--- config.mk ---
export PLATFORM = sky130hd
export DESIGN_NAME = inc_class_histogram
export DESIGN_NICKNAME = d
export VERILOG_FILES = /design/src/rtl/inc_class_histogram.sv
export SDC_FILE = /design/constraint.sdc
export NUM_CORES = 1
export LEC_CHECK = 0
export CORE_AREA = 2 2 222 224
export CTS_BUF_LIST = sky130_fd_sc_hd__clkbuf_4
export DETAILED_ROUTE_END_ITERATION = 8
export DIE_AREA = 0 0 224 226
export GPL_ROUTABILITY_DRIVEN = 0
export GPL_TIMING_DRIVEN = 0
export PLACE_DENSITY = 0.36
export SYNTH_ARGS = -nofsm -noshare
export SYNTH_HDL_FRONTEND = slang
export SYNTH_SLANG_ARGS = --single-unit
--- constraint.sdc ---
create_clock -name clk -period 2.9 [get_ports clk]
set_input_delay 0.725 -clock clk [delete_from_list [all_inputs] [get_ports clk]]
set_output_delay 0.725 -clock clk [all_outputs]
set_load 0.01 [all_outputs]
--- src/rtl/inc_class_histogram.sv ---
// inc_class_histogram: classifies accumulator increments into weight bins and keeps saturating per-bin counters.
module inc_class_histogram #(
    parameter int CNT_W = 16,
    parameter bit CLEAR_ON_READ = 1'b1
) (
    input  logic             clk,
    input  logic             rst,
    input  logic             in_valid,
    input  logic [31:0]      in_data,
    input  logic             rd_req,
    input  logic [2:0]       rd_idx,
    output logic             rd_valid,
    output logic [CNT_W-1:0] rd_data,
    output logic             err
);
    localparam logic [CNT_W-1:0] MAX = '1;

    logic             smp_vld_q, smp_vld_d;
    logic [31:0]      smp_q, smp_d;
    logic [31:0]      prev_q, prev_d;
    logic             prev_ok_q, prev_ok_d;
    logic [6:0]       cls_q, cls_d;
    logic             cls_vld_q, cls_vld_d;
    logic [CNT_W-1:0] cnt_q [8];
    logic [CNT_W-1:0] cnt_d [8];
    logic             rd_valid_q, rd_valid_d;
    logic [CNT_W-1:0] rd_data_q, rd_data_d;
    logic             err_q, err_d;
    logic [31:0]      delta;
    logic [7:0]       hit;

    always_comb begin
        smp_vld_d = in_valid;
        smp_d = in_valid ? in_data : smp_q;
        delta = smp_q - prev_q;
        prev_d = smp_vld_q ? smp_q : prev_q;
        prev_ok_d = prev_ok_q | smp_vld_q;
        cls_vld_d = smp_vld_q & prev_ok_q;
        cls_d[0] = delta == 32'd10;
        cls_d[1] = delta == 32'd20;
        cls_d[2] = delta == 32'd30;
        cls_d[3] = delta == 32'd40;
        cls_d[4] = delta == 32'd50;
        cls_d[5] = delta == 32'd0;
        cls_d[6] = ~|cls_d[5:0];
        // Bin 7 counts every classified sample alongside its class bin
        hit = {cls_vld_q, {7{cls_vld_q}} & cls_q};
        for (int i = 0; i < 8; i++) begin
            // A read clearing a bin that is also being incremented keeps the new event
            cnt_d[i] = (CLEAR_ON_READ && rd_req && rd_idx == i[2:0]) ? {{(CNT_W-1){1'b0}}, hit[i]} :
                       (hit[i] && cnt_q[i] != MAX) ? cnt_q[i] + 1'b1 : cnt_q[i];
        end
        rd_valid_d = rd_req;
        rd_data_d = rd_req ? cnt_q[rd_idx] : rd_data_q;
        err_d = err_q | (cls_vld_q & cls_q[6]);
    end

    always_ff @(posedge clk) begin
        if (rst) begin
            smp_vld_q  <= 1'b0;
            smp_q      <= '0;
            prev_q     <= '0;
            prev_ok_q  <= 1'b0;
            cls_q      <= '0;
            cls_vld_q  <= 1'b0;
            cnt_q      <= '{default: '0};
            rd_valid_q <= 1'b0;
            rd_data_q  <= '0;
            err_q      <= 1'b0;
        end else begin
            smp_vld_q  <= smp_vld_d;
            smp_q      <= smp_d;
            prev_q     <= prev_d;
            prev_ok_q  <= prev_ok_d;
            cls_q      <= cls_d;
            cls_vld_q  <= cls_vld_d;
            cnt_q      <= cnt_d;
            rd_valid_q <= rd_valid_d;
            rd_data_q  <= rd_data_d;
            err_q      <= err_d;
        end
    end

    assign rd_valid = rd_valid_q;
    assign rd_data  = rd_data_q;
    assign err      = err_q;
endmodule

==> reports/metrics.cfg, run 1 <==
[cells_and_area]
final_common_cell = sky130_fd_sc_hd__nor2_1
syn2layout_area_growth_pct = 26.5
layout.nets = 1584
number_of_fill_cells = 5127
final_util = 0.312
drive_gt1_frac = 0.208
layout.cells.most_common_list = 225 x sky130_fd_sc_hd__nor2_1, 196 x sky130_fd_sc_hd__dfxtp_1, 99 x sky130_fd_sc_hd__clkbuf_4, 90 x sky130_fd_sc_hd__mux2i_1, 83 x sky130_fd_sc_hd__nand2_1

[worst_setup_path]
worst-r2r-setup-slack_ns = -0.01
r2r-start = prev_q[3]$_SDFFE_PP0P_
timing_worst_setup_path_type = reg -> reg
r2r_end = cls_q[0]$_SDFF_PP0_
worst-endpoint-required_ns = 3.60
critPathArrivalTime_ns = 3.62
worstSetupEndpointType = flop
reg2reg_depth = 12
timing.critical_path.from_type = flop
cp_max_fo = 4

[grt]
antenna_found_initial = 2
use_met2 = 0.235
first_pass_grt_wire_length_mm = 56.8
vias_in_the_first_global_route = 10000
top_usage_layer = met2
gr_layer_usage_met3 = 0.0362
global_route.overflow_total = 0
grt_max_degree = 12
grt.total_usage = 0.146
grt_use_met1 = 0.182

[floorplanning]
core_region_area_um2 = 48300
rows = 81
top_level_ports = 57
initial_core_util = 0.246
die_width_um = 224
chipHeight_um = 226
area_enclosed_by_the_die_boundary_um2 = 50600

[logic_synthesis]
synth_enable_flop_cells = 0
synth.largest_area_cell = sky130_fd_sc_hd__dfxtp_1
netlist-cell-type-count = 71
syn_nets = 1424
synth_async_sr_flop_share = 0
synth-adder-area-share = 0.0410
synth_top_family_by_area = simple AND/OR/NAND/NOR gates
synth_cells = 1346
seq_area_frac_synth = 0.370
synth.cell_area_um2 = 11900
synth_simple_gate_area_frac = 0.217
synth.area.mux_share = 0.136
yosys_warnings = 0
synth.area.top_cells = sky130_fd_sc_hd__dfxtp_1 37%, sky130_fd_sc_hd__mux2i_1 7.6%, sky130_fd_sc_hd__nor2_1 7.1%
synth-seq-cells = 220
synth-main-ff-cell = sky130_fd_sc_hd__dfxtp_1
syn-mean-instance-area_um2 = 8.85
synth_xor_xnor_area_share = 0.0801
synth-compound-area-share = 0.117
post-synth-top-area-fraction = 0.370

[cts]
clock_tree_from_tritoncts = done
inserted_clock_buffers = 71
clk_pin_slew_worst_paths_ns = 0.06
clock_tree.buffer_depth = 3
htreeDepth = 3
cts_num_sinks = 220
insertion_delay_to_the_later_sink_of_the_worst_skew_pair_ns = 0.81
cts.root.buffer_cell = sky130_fd_sc_hd__clkbuf_4

[timing]
worst_slack_ns = -0.0150
finalMaxSlewViolations = 0
rsz_0062_raised_after_global_routing = true
timing.clock.skew_ns = 0.0655
setup-violations-final = 1
post-route-min-period_ns = 2.91
post-route-period-util = 1.01
fmax_mhz = 343
relative_slew_slack = 0.445
worstMarginPinSlew_ns = 0.832
hold_viol = 0

[pwr]
power.density_cell_area_nw_per_um2 = 524
vdd_drop_max_mv = 0.210
p_leak_nw = 5.51
intPower_mw = 5.56
total_switching_power_mw = 2.33
combPwrFrac = 0.186
p_clk_frac = 0.418
seq_power_share = 0.397
sw_frac_of_total = 0.295

[worst_hold_path]
hold_path_depth = 2
timing.hold.worst_endpoint = cls_vld_q$_SDFF_PP0_
hold_start = prev_ok_q$_SDFF_PP0_
worst_min_path_class = reg -> reg

[job]
maxCapViolCount = 0

[routing]
drtPass1Iterations = 4
detail-route-antenna-nets = 0
drt_iter0_markers = 372
drc = 0
routed-via-count = 10100
route.final.wire_length_mm = 36.1
avgRoutedWirePerCell_um = 16.6
drt-vias-per-instance = 4.64

[placement]
detailed_place_hpwl_mm = 27.3
port_buffers = 55
dpl_worst_slack_ns = -0.880

[run_status]
failed_checks = setup timing
status = complete, but fails checks

[through the flow]
step | cell area, um2 | instances | hold slack, ns | power, mW | setup TNS [ns]
3_3_place_gp | 13200 | 2023 | 0.433 | 4.33 | -74.48
3_5_place_dp | 13200 | 2023 | 0.431 | 4.33 | -74.06
6_report | 15100 | 2178 | 0.449 | 7.89 | -0.0150
4_1_cts | 14700 | 2161 | 0.446 | 7.93 | -0.119
5_1_grt | 15100 | 2175 | 0.467 | 8.39 | -0.558
2_1_floorplan | 11900 | 1346 | 0.419 | 4.00 | 0
[registers in the layout, indices dropped and copies added, names as in the netlist]
register and cells:
err 1, rd_valid 1, smp_q 32, smp_vld_q 1
cls_vld_q 1, cls_q 7, prev_q 32, cnt_q 128
rd_data 16, prev_ok_q 1
[worst max path at each step]
| stage | endpoint | startpoint | slack [ns] |
|---|---|---|---|
| after detailed placement | cnt_q[79]$_SDFFE_PP0P_ | rd_idx[1] | -0.88 |
| after global placement | cnt_q[71]$_SDFFE_PP0P_ | rd_idx[1] | -0.91 |
| after global routing | cls_q[5]$_SDFF_PP0_ | prev_q[6]$_SDFFE_PP0P_ | -0.15 |
| after floorplan | cls_q[0]$_SDFF_PP0_ | prev_q[6]$_SDFFE_PP0P_ | 0.28 |
| after CTS | cls_q[0]$_SDFF_PP0_ | prev_q[12]$_SDFFE_PP0P_ | -0.06 |
| final | cls_q[0]$_SDFF_PP0_ | prev_q[3]$_SDFFE_PP0P_ | -0.01 |
[cell type report]
class                           instances  area, um2  area share
Timing Repair Buffer                   98        893      0.0593
Sequential cell                       220       4430       0.294
Multi-Input combinational cell       1015       7640       0.507
Clock inverter                         20        171      0.0114
Inverter                               50        188      0.0125
Buffer                                 50        220      0.0146
Antenna cell                            6       15.0    0.000996
Tap cell                              622        778      0.0516
Clock buffer                           97        728      0.0483
[cells in the mapped netlist (4+ instances only)]
library cell               instances
sky130_fd_sc_hd__and4_1           15
sky130_fd_sc_hd__o21bai_1          7
sky130_fd_sc_hd__dfxtp_1         220
sky130_fd_sc_hd__nor2_1          226
sky130_fd_sc_hd__nand2_1          87
sky130_fd_sc_hd__o21a_1           10
sky130_fd_sc_hd__xnor2_1          44
sky130_fd_sc_hd__xor2_1           63
sky130_fd_sc_hd__ha_1             39
sky130_fd_sc_hd__nand2b_1          9
sky130_fd_sc_hd__buf_1             9
sky130_fd_sc_hd__buf_2            11
sky130_fd_sc_hd__nand3_1          71
sky130_fd_sc_hd__or3_1            26
sky130_fd_sc_hd__a21o_1           10
sky130_fd_sc_hd__and3_1           18
sky130_fd_sc_hd__nor4_1            7
sky130_fd_sc_hd__or2_2             4
sky130_fd_sc_hd__a211oi_1         23
sky130_fd_sc_hd__nor3_1           23
sky130_fd_sc_hd__o21ai_0          40
sky130_fd_sc_hd__a31oi_1          10
sky130_fd_sc_hd__inv_1            50
sky130_fd_sc_hd__nor2b_1           6
sky130_fd_sc_hd__mux4_2           32
sky130_fd_sc_hd__a21oi_1          62
sky130_fd_sc_hd__and2_1            5
sky130_fd_sc_hd__o21ai_1           7
sky130_fd_sc_hd__nand4_1          25
sky130_fd_sc_hd__clkbuf_1         35
sky130_fd_sc_hd__mux2i_1          90
[kinds of logic after synthesis]
family | Yosys count
buffers and inverters | 111
muxes | 122
DFF | 220
adders and majority gates | 39
AOI/OAI and AO/OA | 208
and+or+nand+nor | 538
xor gates and xnor gates | 108
[power groups by stage]
stage | logic (mW) | registers [mW] | clock network, mW
detailed placement | 1.14 | 3.19 | 0
finish | 1.47 | 3.13 | 3.30
global placement | 1.14 | 3.18 | 0
floorplan | 0.822 | 3.18 | 0
global route | 1.61 | 3.13 | 3.65
CTS | 1.33 | 3.13 | 3.47
[routing by layer]
| metal | vias to the layer above | share of wire |
|---|---|---|
| met3 | 84 | 0.044 |
| met2 | 172 | 0.45 |
| met4 | 0 | 0.040 |
| li1 | 5148 | - |
| met1 | 4708 | 0.46 |
| met5 | - | 0 |
[what timing repair did]
item / CTS / global route
endpoints found under the setup margin: 12 / 34
hold buffers: 0 / 0
resized for setup: 83 / 77
setup buffers: 23 / 20
pin swaps: 38 / 51
[worst max-delay path, cell delays in order, from the launching register on]
cell	delay [ns]
sky130_fd_sc_hd__dfxtp_2	0.33
sky130_fd_sc_hd__inv_2	0.04
sky130_fd_sc_hd__ha_4	0.24
sky130_fd_sc_hd__a21o_1	0.22
sky130_fd_sc_hd__and3_4	0.18
sky130_fd_sc_hd__o21a_1	0.21
sky130_fd_sc_hd__nor3_2	0.13
sky130_fd_sc_hd__mux2i_1	0.24
sky130_fd_sc_hd__nand4_1	0.19
sky130_fd_sc_hd__a2111oi_4	0.46
sky130_fd_sc_hd__nand4_4	0.21
sky130_fd_sc_hd__buf_12	0.19
sky130_fd_sc_hd__nor4b_4	0.21
(Power assumes the default switching activity.)
==> inputs of run 2 (changes only) <==
- PLACE_DENSITY: 0.36 -> 0.5
==> reports/metrics.cfg, run 2 (synthesized netlist as in run 1, its figures left out) <==
[run_status]
status = complete, no violations

[floorplanning]
rows = 81
area_enclosed_by_the_die_boundary_um2 = 50600
die_width_um = 224
chipHeight_um = 226
top_level_ports = 57
initial_core_util = 0.246
core_region_area_um2 = 48300

[worst_setup_path]
cp_max_fo = 6
worstSetupEndpointType = flop
worst-endpoint-required_ns = 3.51
r2r-start = smp_q[6]$_SDFFE_PP0P_
cpMaxStageDelayCell = sky130_fd_sc_hd__a2111oi_4
worst-r2r-setup-slack_ns = 0.005
timing_worst_setup_path_type = reg -> reg
path_cells = ha_4 > buf_6 > a21o_1 > a31oi_4 > o21ai_2 > a41oi_2 > xor2_1 > nand4_1 > a2111oi_4 > nand4_4 > nor4b_2
reg2reg_depth = 11
critPathArrivalTime_ns = 3.51
worst_path_largest_cell_delay_ns = 0.46
r2r_end = cls_q[0]$_SDFF_PP0_
timing.critical_path.from_type = flop

[cells_and_area]
layout_top_registers = cnt_q: 128 flops, prev_q: 32 flops, smp_q: 32 flops
final_common_cell = sky130_fd_sc_hd__nor2_1
number_of_fill_cells = 5088
syn2layout_area_growth_pct = 22.6
layout.cells.most_common_list = 226 x sky130_fd_sc_hd__nor2_1, 209 x sky130_fd_sc_hd__dfxtp_1, 97 x sky130_fd_sc_hd__clkbuf_4, 90 x sky130_fd_sc_hd__mux2i_1, 84 x sky130_fd_sc_hd__nand2_1
layout.nets = 1562
largest_register_ffs = 128
drive_gt1_frac = 0.166
largest-register = cnt_q
final-instance-count-excl-fill = 2157
final_util = 0.302

[cts]
cts_num_sinks = 220
inserted_clock_buffers = 67
clock_tree.buffer_depth = 3
cts.root.buffer_cell = sky130_fd_sc_hd__clkbuf_4
clk_pin_slew_worst_paths_ns = 0.06
clock_tree_from_tritoncts = done
insertion_delay_to_the_later_sink_of_the_worst_skew_pair_ns = 0.74
htreeDepth = 3

[pwr]
seq_power_share = 0.418
p_leak_nw = 5.34
sw_frac_of_total = 0.285
power.density_cell_area_nw_per_um2 = 512
p_clk_frac = 0.411
vdd_drop_max_mv = 0.260
combPwrFrac = 0.171
total_switching_power_mw = 2.13
intPower_mw = 5.34

[routing]
drt_iter0_markers = 618
detail-route-antenna-nets = 0
drtPass1Iterations = 4
drc = 0
drt-vias-per-instance = 4.71
routed-via-count = 10200
route.final.wire_length_mm = 32.3
avgRoutedWirePerCell_um = 15.0

[timing]
finalMaxSlewViolations = 0
fmax_mhz = 345
hold_viol = 0
post-route-period-util = 0.998
timing.clock.skew_ns = 0.0618
relative_slew_slack = 0.454
post-route-min-period_ns = 2.90
rsz_0062_raised_after_global_routing = true
setup-violations-final = 0
worstMarginPinSlew_ns = 0.819
fin_tns_setup_ns = 0

[placement]
detailed_place_hpwl_mm = 24.7
port_buffers = 55
placedCellCount = 2023

[worst_hold_path]
hold_start = prev_ok_q$_SDFF_PP0_
hold_path_depth = 2
timing.hold.worst_endpoint = cls_vld_q$_SDFF_PP0_
worst_min_path_class = reg -> reg

[grt]
first_pass_grt_wire_length_mm = 51.7
global_route.overflow_total = 0
grt_max_degree = 11
vias_in_the_first_global_route = 9810
grt.total_usage = 0.129
antenna_found_initial = 2

[job]
maxCapViolCount = 0

==> run 2: changes by cell type in the layout (fill, tap and decap cells not counted), sizes merged <==
cell	change
bufinv	-1
inv	+1
buf	-17
clkinvlp	+1
clkbuf	-2
diode	-4
clkinv	+1
==> run 2: critical path, delay by kind of cell (launching register included) <==
family          cells  cell delay, ns
simple gates        3            0.70
xor+xnor            1            0.18
flops               1            0.40
buf+inv             1            0.11
fa+ha+maj           1            0.23
compound gates      5            1.18
==> run 2: final cells by class <==
type | instances | area, um2 | area share
Inverter | 50 | 188 | 0.0128
Timing Repair Buffer | 73 | 693 | 0.0475
Sequential cell | 220 | 4420 | 0.303
Buffer | 57 | 280 | 0.0192
Clock inverter | 22 | 140 | 0.00959
Multi-Input combinational cell | 1015 | 7380 | 0.505
Clock buffer | 96 | 721 | 0.0493
Tap cell | 622 | 778 | 0.0533
Antenna cell | 2 | 5.00 | 0.000343
==> run 2: worst max path at each step <==
| stage | from | endpoint | slack [ns] | cells past startpoint |
|---|---|---|---|---|
| 2_1_floorplan | prev_q[6]$_SDFFE_PP0P_ | cls_q[0]$_SDFF_PP0_ | 0.28 | 12 |
| 3_3_place_gp | rd_idx[1] | cnt_q[71]$_SDFFE_PP0P_ | -0.79 | 8 |
| 3_5_place_dp | rd_idx[1] | cnt_q[78]$_SDFFE_PP0P_ | -0.83 | 8 |
| 4_1_cts | prev_q[13]$_SDFFE_PP0P_ | cls_q[0]$_SDFF_PP0_ | 0.003 | 12 |
| 5_1_grt | prev_q[12]$_SDFFE_PP0P_ | cls_q[0]$_SDFF_PP0_ | -0.17 | 12 |
| 6_report | smp_q[6]$_SDFFE_PP0P_ | cls_q[0]$_SDFF_PP0_ | 0.005 | 11 |
==> run 2: stage by stage <==
| stage | hold WS (ns) | cell area (um2) | setup WS, ns | total power [mW] |
|---|---|---|---|---|
| after CTS | 0.442 | 14300 | 0.00294 | 7.56 |
| after global routing | 0.477 | 14600 | -0.172 | 7.94 |
| after detailed placement | 0.435 | 13200 | -0.830 | 4.29 |
| after floorplan | 0.419 | 11900 | 0.276 | 4.00 |
| final | 0.444 | 14600 | 0.00483 | 7.47 |
| after global placement | 0.444 | 13200 | -0.788 | 4.28 |
==> run 2: repair_timing <==
action / 4_1_cts / 5_1_grt
endpoints found under the setup margin: 18 / 19
pin swaps: 16 / 25
gates resized for setup: 45 / 50
hold buffers: 0 / 0
buffers inserted: 10 / 8
==> run 2: metal layers <==
metal	up-vias	part of all wire	track usage
met5	-	0	0
met4	0	0.032	0.0548
met3	69	0.047	0.0311
met2	210	0.45	0.205
met1	4778	0.47	0.167
li1	5110	-	-
==> run 2: power groups by stage <==
stage                     clock network [mW]  logic, mW  registers (mW)
after floorplan                            0      0.822            3.18
after global placement                     0       1.09            3.19
after detailed placement                   0       1.11            3.19
after CTS                               3.23       1.21            3.12
after global routing                    3.40       1.41            3.13
final                                   3.07       1.28            3.12
